## config.mk

```make
export PLATFORM = sky130hd
export DESIGN_NAME = writeback_arbiter
export DESIGN_NICKNAME = d
export VERILOG_FILES = /design/src/rtl/cpu_pkg.sv /design/src/rtl/wb_fifo.sv /design/src/rtl/writeback_arbiter.sv
export SDC_FILE = /design/constraint.sdc
export NUM_CORES = 1
export LEC_CHECK = 0
export BUFFER_PORTS_ARGS = -buffer_cell sky130_fd_sc_hd__buf_2
export CORE_MARGIN = 5
export CORE_UTILIZATION = 40
export DETAILED_ROUTE_END_ITERATION = 16
export GPL_ROUTABILITY_DRIVEN = 0
export GPL_TIMING_DRIVEN = 0
export PLACE_DENSITY = 0.65
export SLEW_MARGIN = 20
export SYNTH_ARGS = -nofsm -noshare
export SYNTH_HDL_FRONTEND = slang
export SYNTH_SLANG_ARGS = --single-unit
```

## constraint.sdc

```tcl
create_clock -name clock -period 4.2 [get_ports clock]
set_clock_uncertainty 0.2 [all_clocks]
set_input_delay 0.84 -clock clock [delete_from_list [all_inputs] [get_ports clock]]
set_output_delay 0.84 -clock clock [all_outputs]
set_load 0.1 [all_outputs]
```

## src/rtl/cpu_pkg.sv

```systemverilog
// Shared types and constants for the writeback path.
package cpu_pkg;

    localparam int REG_AW = 5;
    localparam int DATA_W = 32;

    // One pending register-file write: destination index plus result data.
    typedef struct packed {
        logic [REG_AW-1:0] index;
        logic [DATA_W-1:0] data;
    } wb_req_t;

    localparam logic [REG_AW-1:0] REG_ZERO = '0;

endpackage

```

## src/rtl/wb_fifo.sv

```systemverilog
// Small synchronous FIFO of writeback requests with a combinational head.
// DEPTH must be a power of two so the pointers wrap naturally.
module wb_fifo
    import cpu_pkg::*;
#(
    parameter int DEPTH = 4
) (
    input  logic    clock,
    input  logic    reset_n,
    input  logic    push,
    input  wb_req_t push_req,
    input  logic    pop,
    output wb_req_t pop_req,
    output logic    full,
    output logic    empty
);

    localparam int PTR_W = $clog2(DEPTH);
    localparam int CNT_W = PTR_W + 1;
    localparam logic [CNT_W-1:0] CNT_FULL = CNT_W'(DEPTH);

    wb_req_t          slots_q [DEPTH];
    logic [PTR_W-1:0] wr_ptr_q, wr_ptr_d;
    logic [PTR_W-1:0] rd_ptr_q, rd_ptr_d;
    logic [CNT_W-1:0] count_q, count_d;
    logic             do_push;
    logic             do_pop;

    assign full    = (count_q == CNT_FULL);
    assign empty   = (count_q == '0);
    assign pop_req = slots_q[rd_ptr_q];

    // Pointer and occupancy update; a push into a full FIFO is only taken alongside a pop.
    always_comb begin
        do_push  = push && (!full || pop);
        do_pop   = pop && !empty;
        wr_ptr_d = wr_ptr_q;
        rd_ptr_d = rd_ptr_q;
        count_d  = count_q;
        if (do_push) begin
            wr_ptr_d = wr_ptr_q + PTR_W'(1);
        end
        if (do_pop) begin
            rd_ptr_d = rd_ptr_q + PTR_W'(1);
        end
        case ({do_push, do_pop})
            2'b10:   count_d = count_q + CNT_W'(1);
            2'b01:   count_d = count_q - CNT_W'(1);
            default: count_d = count_q;
        endcase
    end

    // Control state register; reset empties the FIFO.
    always_ff @(posedge clock or negedge reset_n) begin
        if (!reset_n) begin
            wr_ptr_q <= '0;
            rd_ptr_q <= '0;
            count_q  <= '0;
        end else begin
            wr_ptr_q <= wr_ptr_d;
            rd_ptr_q <= rd_ptr_d;
            count_q  <= count_d;
        end
    end

    // Storage write; contents need no reset since occupancy gates every read.
    always_ff @(posedge clock) begin
        if (do_push) begin
            slots_q[wr_ptr_q] <= push_req;
        end
    end

endmodule

```

## src/rtl/writeback_arbiter.sv

```systemverilog
// Register-file write port arbiter: ALU results go straight through, memory
// results are buffered, conflicts alternate priority, and a pending-write
// scoreboard answers read-after-write hazard queries.
module writeback_arbiter #(
    parameter int DATA_W     = 32,
    parameter int REG_AW     = 5,
    parameter int FIFO_DEPTH = 4
) (
    input  logic              clock,
    input  logic              reset_n,
    input  logic              alu_valid,
    output logic              alu_ready,
    input  logic [REG_AW-1:0] alu_index,
    input  logic [DATA_W-1:0] alu_data,
    input  logic              mem_valid,
    output logic              mem_ready,
    input  logic [REG_AW-1:0] mem_index,
    input  logic [DATA_W-1:0] mem_data,
    input  logic              claim_valid,
    input  logic [REG_AW-1:0] claim_index,
    input  logic [REG_AW-1:0] check_index1,
    input  logic [REG_AW-1:0] check_index2,
    output logic              busy1,
    output logic              busy2,
    output logic              wr_flag,
    output logic [REG_AW-1:0] wr_index,
    output logic [DATA_W-1:0] wr_content
);

    import cpu_pkg::*;

    localparam int NUM_REGS = 2 ** REG_AW;

    wb_req_t           mem_req;
    wb_req_t           head_req;
    logic              fifo_full;
    logic              fifo_empty;
    logic              head_valid;
    logic              conflict;
    logic              alu_grant;
    logic              mem_grant;
    logic              prio_mem_q, prio_mem_d;
    logic              wr_flag_q, wr_flag_d;
    logic [REG_AW-1:0] wr_index_q, wr_index_d;
    logic [DATA_W-1:0] wr_content_q, wr_content_d;
    logic [NUM_REGS-1:0] busy_vec;

    // Ready depends only on registered occupancy, never on the ALU side.
    assign mem_ready = !fifo_full;

    wb_fifo #(
        .DEPTH (FIFO_DEPTH)
    ) u_fifo (
        .clock    (clock),
        .reset_n  (reset_n),
        .push     (mem_valid && mem_ready),
        .push_req (mem_req),
        .pop      (mem_grant),
        .pop_req  (head_req),
        .full     (fifo_full),
        .empty    (fifo_empty)
    );

    // Arbitration between ALU and FIFO head, and next write-port contents.
    always_comb begin
        mem_req.index = mem_index;
        mem_req.data  = mem_data;
        head_valid    = !fifo_empty;
        conflict      = alu_valid && head_valid;
        alu_grant     = alu_valid && (!head_valid || !prio_mem_q);
        mem_grant     = head_valid && (!alu_valid || prio_mem_q);
        prio_mem_d    = prio_mem_q ^ conflict;
        wr_flag_d     = 1'b0;
        wr_index_d    = wr_index_q;
        wr_content_d  = wr_content_q;
        if (alu_grant) begin
            wr_flag_d    = (alu_index != REG_ZERO);
            wr_index_d   = alu_index;
            wr_content_d = alu_data;
        end else if (mem_grant) begin
            wr_flag_d    = (head_req.index != REG_ZERO);
            wr_index_d   = head_req.index;
            wr_content_d = head_req.data;
        end
    end

    assign alu_ready = alu_grant;

    // Write port register and priority flag.
    always_ff @(posedge clock or negedge reset_n) begin
        if (!reset_n) begin
            prio_mem_q   <= 1'b0;
            wr_flag_q    <= 1'b0;
            wr_index_q   <= '0;
            wr_content_q <= '0;
        end else begin
            prio_mem_q   <= prio_mem_d;
            wr_flag_q    <= wr_flag_d;
            wr_index_q   <= wr_index_d;
            wr_content_q <= wr_content_d;
        end
    end

    assign wr_flag    = wr_flag_q;
    assign wr_index   = wr_index_q;
    assign wr_content = wr_content_q;

    // Scoreboard: one busy bit per register, register zero never pending.
    genvar gi;
    generate
        for (gi = 0; gi < NUM_REGS; gi++) begin : g_busy
            if (gi == 0) begin : g_zero
                assign busy_vec[gi] = 1'b0;
            end else begin : g_bit
                logic busy_q, busy_d;

                // Claim sets, the committed write clears; a same-cycle claim wins.
                always_comb begin
                    busy_d = busy_q;
                    if (wr_flag_q && (wr_index_q == REG_AW'(gi))) begin
                        busy_d = 1'b0;
                    end
                    if (claim_valid && (claim_index == REG_AW'(gi))) begin
                        busy_d = 1'b1;
                    end
                end

                // Busy bit register.
                always_ff @(posedge clock or negedge reset_n) begin
                    if (!reset_n) begin
                        busy_q <= 1'b0;
                    end else begin
                        busy_q <= busy_d;
                    end
                end

                assign busy_vec[gi] = busy_q;
            end
        end
    endgenerate

    assign busy1 = busy_vec[check_index1];
    assign busy2 = busy_vec[check_index2];

endmodule

```

# ---- After elaboration in Yosys (flattened, before gate mapping)
# Memory sizes are Yosys's and may differ from the RTL's.
# Index checks and enable logic that the tools add are counted.
dict set report classes {
  add_sub_neg 4
  mux 75
  bitwise 1
  magnitude_cmp 2
  n_eq_ne 65
  reduce_logical 111
}
# op n
set op_table {}
lappend op_table {{5-bit equality test (second input constant)} 32}
lappend op_table {{5-bit by 4-bit equality test with 1-bit output (second input constant)} 16}
lappend op_table {{1-bit logical AND} 68}
lappend op_table {{1-bit two-way mux} 68}
lappend op_table {{2-bit nonzero test} 33}
lappend op_table {{32-bit two-way mux} 2}
lappend op_table {{5-bit by 3-bit equality test with 1-bit output (second input constant)} 8}
lappend op_table {{5-bit by 2-bit equality test with 1-bit output (second input constant)} 4}
lappend op_table {{5-bit by 6-bit less-than comparator with 1-bit output (second input constant)} 2}
lappend op_table {{1-bit binary-select mux with 5-bit select} 2}
lappend op_table {{5-bit by 1-bit equality test with 1-bit output (second input constant)} 2}
lappend op_table {{5-bit two-way mux} 2}
lappend op_table {{5-bit nonzero test} 2}
lappend op_table {{3-bit case mux with 2 select lines} 1}
lappend op_table {{2-bit by 1-bit adder with 2-bit output (second input constant)} 2}
lappend op_table {{1-bit zero test} 4}
lappend op_table {{3-bit by 1-bit adder with 3-bit output (second input constant)} 1}
lappend op_table {{3-bit equality test (second input constant)} 1}
lappend op_table {{3-bit zero test} 1}
lappend op_table {{1-bit logical OR} 3}
lappend op_table {{3-bit by 1-bit subtractor with 3-bit output (second input constant)} 1}
lappend op_table {{2-bit by 1-bit equality test with 1-bit output (second input constant)} 1}
lappend op_table {{2-bit equality test (second input constant)} 1}
lappend op_table {{1-bit XOR} 1}
dict set report totals {
  memories 1
  elab_cells 297
  ff_bits 77
  input_bits 94
  ramBits 148
}
# name words width read_ports rd_clocked_by_memory_dff write_ports line
set memory_table {}
lappend memory_table {u_fifo.slots_q 4 37 1 0 1 wb_fifo.sv:22} ;# wb_req_t slots_q [DEPTH];

# ---- Depth between registers and ports, before layout
dict set report depth {
  depth_word 7
  mapped_depth 10
  ltp_nobuf 10
}

# ---- By module
# From an unflattened synthesis, not the netlist that was laid out.
dict set report hier_totals {
  cells_unflattened 617
  area_unflattened_um2 9313.9
}
# module area_per_inst_um2 cells_each n_inst
set modules_own_cells {}
lappend modules_own_cells {wb_fifo 5759.3 231 1}
lappend modules_own_cells {writeback_arbiter 3554.7 386 1}

# ---- Worst setup path before layout
# No wires, ideal clock.
dict set report synth_path {
  path_kind {input to output}
  from {input port check_index2[0]}
  to {output port busy2}
  t_required_ps 3160
  path_slack_ps 359
  n_path_buf 1
  stages 5
  arrival_ps 2801
  cell_sequence {clkbuf_1 > mux4_2 > nand2b_1 > o211ai_1 > nand4_1}
}
dict set report synth_via {
  elab_chain_cells 2
}
# element line
set synth_rtl {}
lappend synth_rtl {{start: declaration} writeback_arbiter.sv:22} ;# input logic [REG_AW-1:0] check_index2,
lappend synth_rtl {{1-bit binary-select mux with 5-bit select} writeback_arbiter.sv:143} ;# assign busy2 = busy_vec[check_index2];
lappend synth_rtl {{1-bit two-way mux (implied by the code)} writeback_arbiter.sv:143}
lappend synth_rtl {{end: declaration} writeback_arbiter.sv:24} ;# output logic busy2,
# Every way passes these cells. The select of a mux whose other input is x is not followed.

# ---- Final worst setup path
# Ends and elaborated chain as after synthesis.

==> impl_results.md <==
* Rel. slew slack at roughly 51%
* Yosys reg bits at around 230
* Sequential area share after synthesis at 67.8%
* Ant. Diodes at 0
* Worst r2r src: u_fifo.count_q[0]
* DP Area at 10,600 µm²
* Crit-path max cell delay at 0.59 ns
* Leakage at 4.37 nW
* Post-CTS Resized at 0
* DR iter-0 viols at around 360
* Initial antenna violation count at 6
* Final WL at between 20 and 25 mm
* Final Cell Area at 11,400 µm²
* Crit Path Max Fanout at 7
* Antenna-violating nets left at 0
* H-tree depth at 1
* Syn-to-layout area delta at 21.2%
* CTS max path bufs at 3
* Final setup TNS at 0 ns
* Hold Fails Final Rpt at 0
* Clock Pin Slew Worst Setup and Hold Paths at roughly 0.060 ns
* Postcts setup bufs at 0
* Count of mapped cells out of synthesis at roughly 600
* Final net count at slightly below 900
* Clock sinks at roughly 230
* Switch share at about two fifths
* Reg2reg path depth at 4
* PortBufs at ~130
* Pin count of the biggest net entering global routing at 44
* HPWL Detailed at about 15 mm
* FP Rows at 56
* Peak supply drop at roughly 580 µV
* Vias per cell at roughly 5.2
* WL/cell at ~20 µm
* IO Count at about 140
* Vias in the first global route at 5,867
* CTS root buf: clkbuf_16
* Reg power frac at between 30 and 40%
* Die area at between 20,000 and 30,000 µm²
* Crit path kind: input port to output port
* RSZ-0062 raised after global routing: false
* Die outline height at roughly 160 µm
* Crit Reg-Reg Endpoint: wr_content[1]
* Number of synthesized flops with an enable pin at ~150
* Slowest CP cell: mux4_2
* Iteration count of the initial detailed-routing pass at 8
* Initial core utilization at 40.4%
* Comb power frac at between 40% and 50%
* CTS tree: built
* Number of CTS-inserted buffers at 24
* Tcrit/Tclk final at 85.2%
* Synth Cell Area at roughly 9400 µm²
* CP Capture Type: output port
* Clock latency on the worst-skew pair at ~0.50 ns
* Setup violators final at 0
* Worst hold path type: input port to async pin
* Final min period at between 3 and 4 ns
* First-pass GRT wire length at ~34 mm
* Status: finished, final reports clean
* DRC Markers at 0
* Power share of the clock group at between 20% and 30%
* Fill count at ~2,000
* GRT Total Usage at 16.2%
* Core area at between 20,000 and 25,000 µm²
* Crit path cell chain: clkbuf_1 -> mux4_2 -> nand2b_1 -> o2111ai_1 -> nand4_1 -> buf_2
* Crit start category: input port
* Worst slew pin tran at ~0.73 ns
* Vias at just under 6,000
* Hold-fix buffers at CTS at 0
* Synth unique cells at 38
* Die W at 163 µm
* Fmax at roughly 280 MHz
* Internal reg-to-reg setup slack at between 1.5 and 2 ns
* Crit path arrival time at between 2 and 3 ns
* WP data required at approximately 3.2 ns
* Syn nets at between 700 and 800
* Yosys warning total at 0
* Final max-slew violation count at 0
* Share of cells above drive strength 1 at between 20% and 30%
* Sw Pwr at 3.92 mW
* Worst setup path startpoint: check_index2[0]
* Remaining global-route overflow at 0
* Fraction of registers with async set/reset at between 30% and 40%
* P per Cell Area at 826 nW/µm²
* Max-cap viol count at 0
* Top FF cell, synth: edfxtp_1
* Syn_area_per_cell at between 15 and 20 µm²
* Internal power at between 5 and 6 mW
## synthesized netlist by cell type, types with 9 or more instances
| master | instances | area share, % |
|---|---|---|
| buf_2 | 10 | 0.53 |
| o21ai_0 | 101 | 5.4 |
| nand3_1 | 15 | 0.80 |
| mux4_2 | 40 | 9.6 |
| mux2i_1 | 55 | 5.9 |
| nor2b_1 | 10 | 0.67 |
| nand2_1 | 47 | 1.9 |
| nand2b_1 | 9 | 0.60 |
| clkbuf_1 | 12 | 0.48 |
| inv_1 | 10 | 0.40 |
| dfrtp_1 | 77 | 21 |
| edfxtp_1 | 148 | 47 |
## stage by stage
| stage | total power [mW] | setup WS, ns | utilization [%] | hold WS (ns) | instances |
|---|---|---|---|---|---|
| 3_3_place_gp | 7.27 | 0.625 | 44.9 | 0.259 | 1053 |
| 5_1_grt | 9.91 | 0.512 | 48.9 | 0.193 | 1102 |
| 6_report | 9.40 | 0.621 | 48.9 | 0.147 | 1102 |
| 3_5_place_dp | 7.37 | 0.635 | 45.5 | 0.265 | 1058 |
| 2_1_floorplan | 6.39 | 0.359 | - | 0.282 | 603 |
| 4_1_cts | 9.50 | 0.633 | 48.9 | 0.155 | 1102 |
## worst max path at each step
stage / to / slack (ns) / cells past startpoint
after floorplan: busy2 / 0.36 / 5
after global placement: busy1 / 0.63 / 7
after detailed placement: busy2 / 0.64 / 6
after CTS: busy2 / 0.63 / 6
after global routing: alu_ready / 0.51 / 6
final: busy2 / 0.62 / 6
## power by group through the flow
stage	clock [mW]	sequential [mW]	combinational (mW)
2_1_floorplan	0	4.74	1.65
3_3_place_gp	0	3.45	3.82
3_5_place_dp	0	3.46	3.92
4_1_cts	2.15	3.42	3.93
5_1_grt	2.27	3.49	4.15
6_report	2.10	3.42	3.87
## logic make-up after synthesis
logic type | synth area share, %
buffers and inverters | 1.65
adders and majority gates | 0.879
and+or+nand+nor | 5.85
AOI/OAI and AO/OA | 6.47
DFF | 67.8
xor gates and xnor gates | 0.653
muxes | 16.7
## worst max-delay path, delay by kind of cell
family                 cells  cell delay (ns)
buffers and inverters      2             0.70
and+or+nand+nor            2             0.28
muxes                      1             0.59
AOI/OAI and AO/OA          1             0.13
## state kept, by name, indices dropped and copies added, names as in the netlist
register,count
g_busy.g_bit.busy_q,31
u_fifo.wr_ptr_q,2
prio_mem_q,1
u_fifo.rd_ptr_q,2
u_fifo.slots_q,148
wr_index,5
wr_content,32
wr_flag,1
u_fifo.count_q,3
## layout by cell type (no fill, tap or decap), types with 4 or more instances in the layout
cell type / count
edfxtp_1: 148
buf_2: 140
o21ai_0: 101
dfrtp_1: 77
mux2i_1: 55
nand2_1: 47
mux4_2: 40
clkbuf_16: 25
clkbuf_1: 16
nand3_1: 15
inv_1: 10
nor2b_1: 10
nand2b_1: 9
nor2_1: 8
a21oi_1: 6
ha_1: 5
and3_2: 4
a22oi_1: 4
nand4_1: 4
xnor2_1: 4
clkbuf_8: 4
clkinv_2: 4
## routing by layer
metal	global-route usage [%]	vias to the layer above	part of all wire, %
met5	0	-	0.33
met4	2.90	12	1.3
met3	4.21	36	7.3
met2	26.8	185	48
met1	22.1	2891	43
li1	-	2660	-
## layout make-up
class	instances	area (µm²)	area share [%]
Clock buffer	33	696	6.11
Clock inverter	11	106	0.935
Tap cell	319	399	3.51
Sequential cell	225	6370	56.0
Inverter	10	37.5	0.330
Timing Repair Buffer	136	781	6.86
Buffer	26	118	1.03
Multi-Input combinational cell	342	2870	25.2
Power figures use the tool's default switching activity.
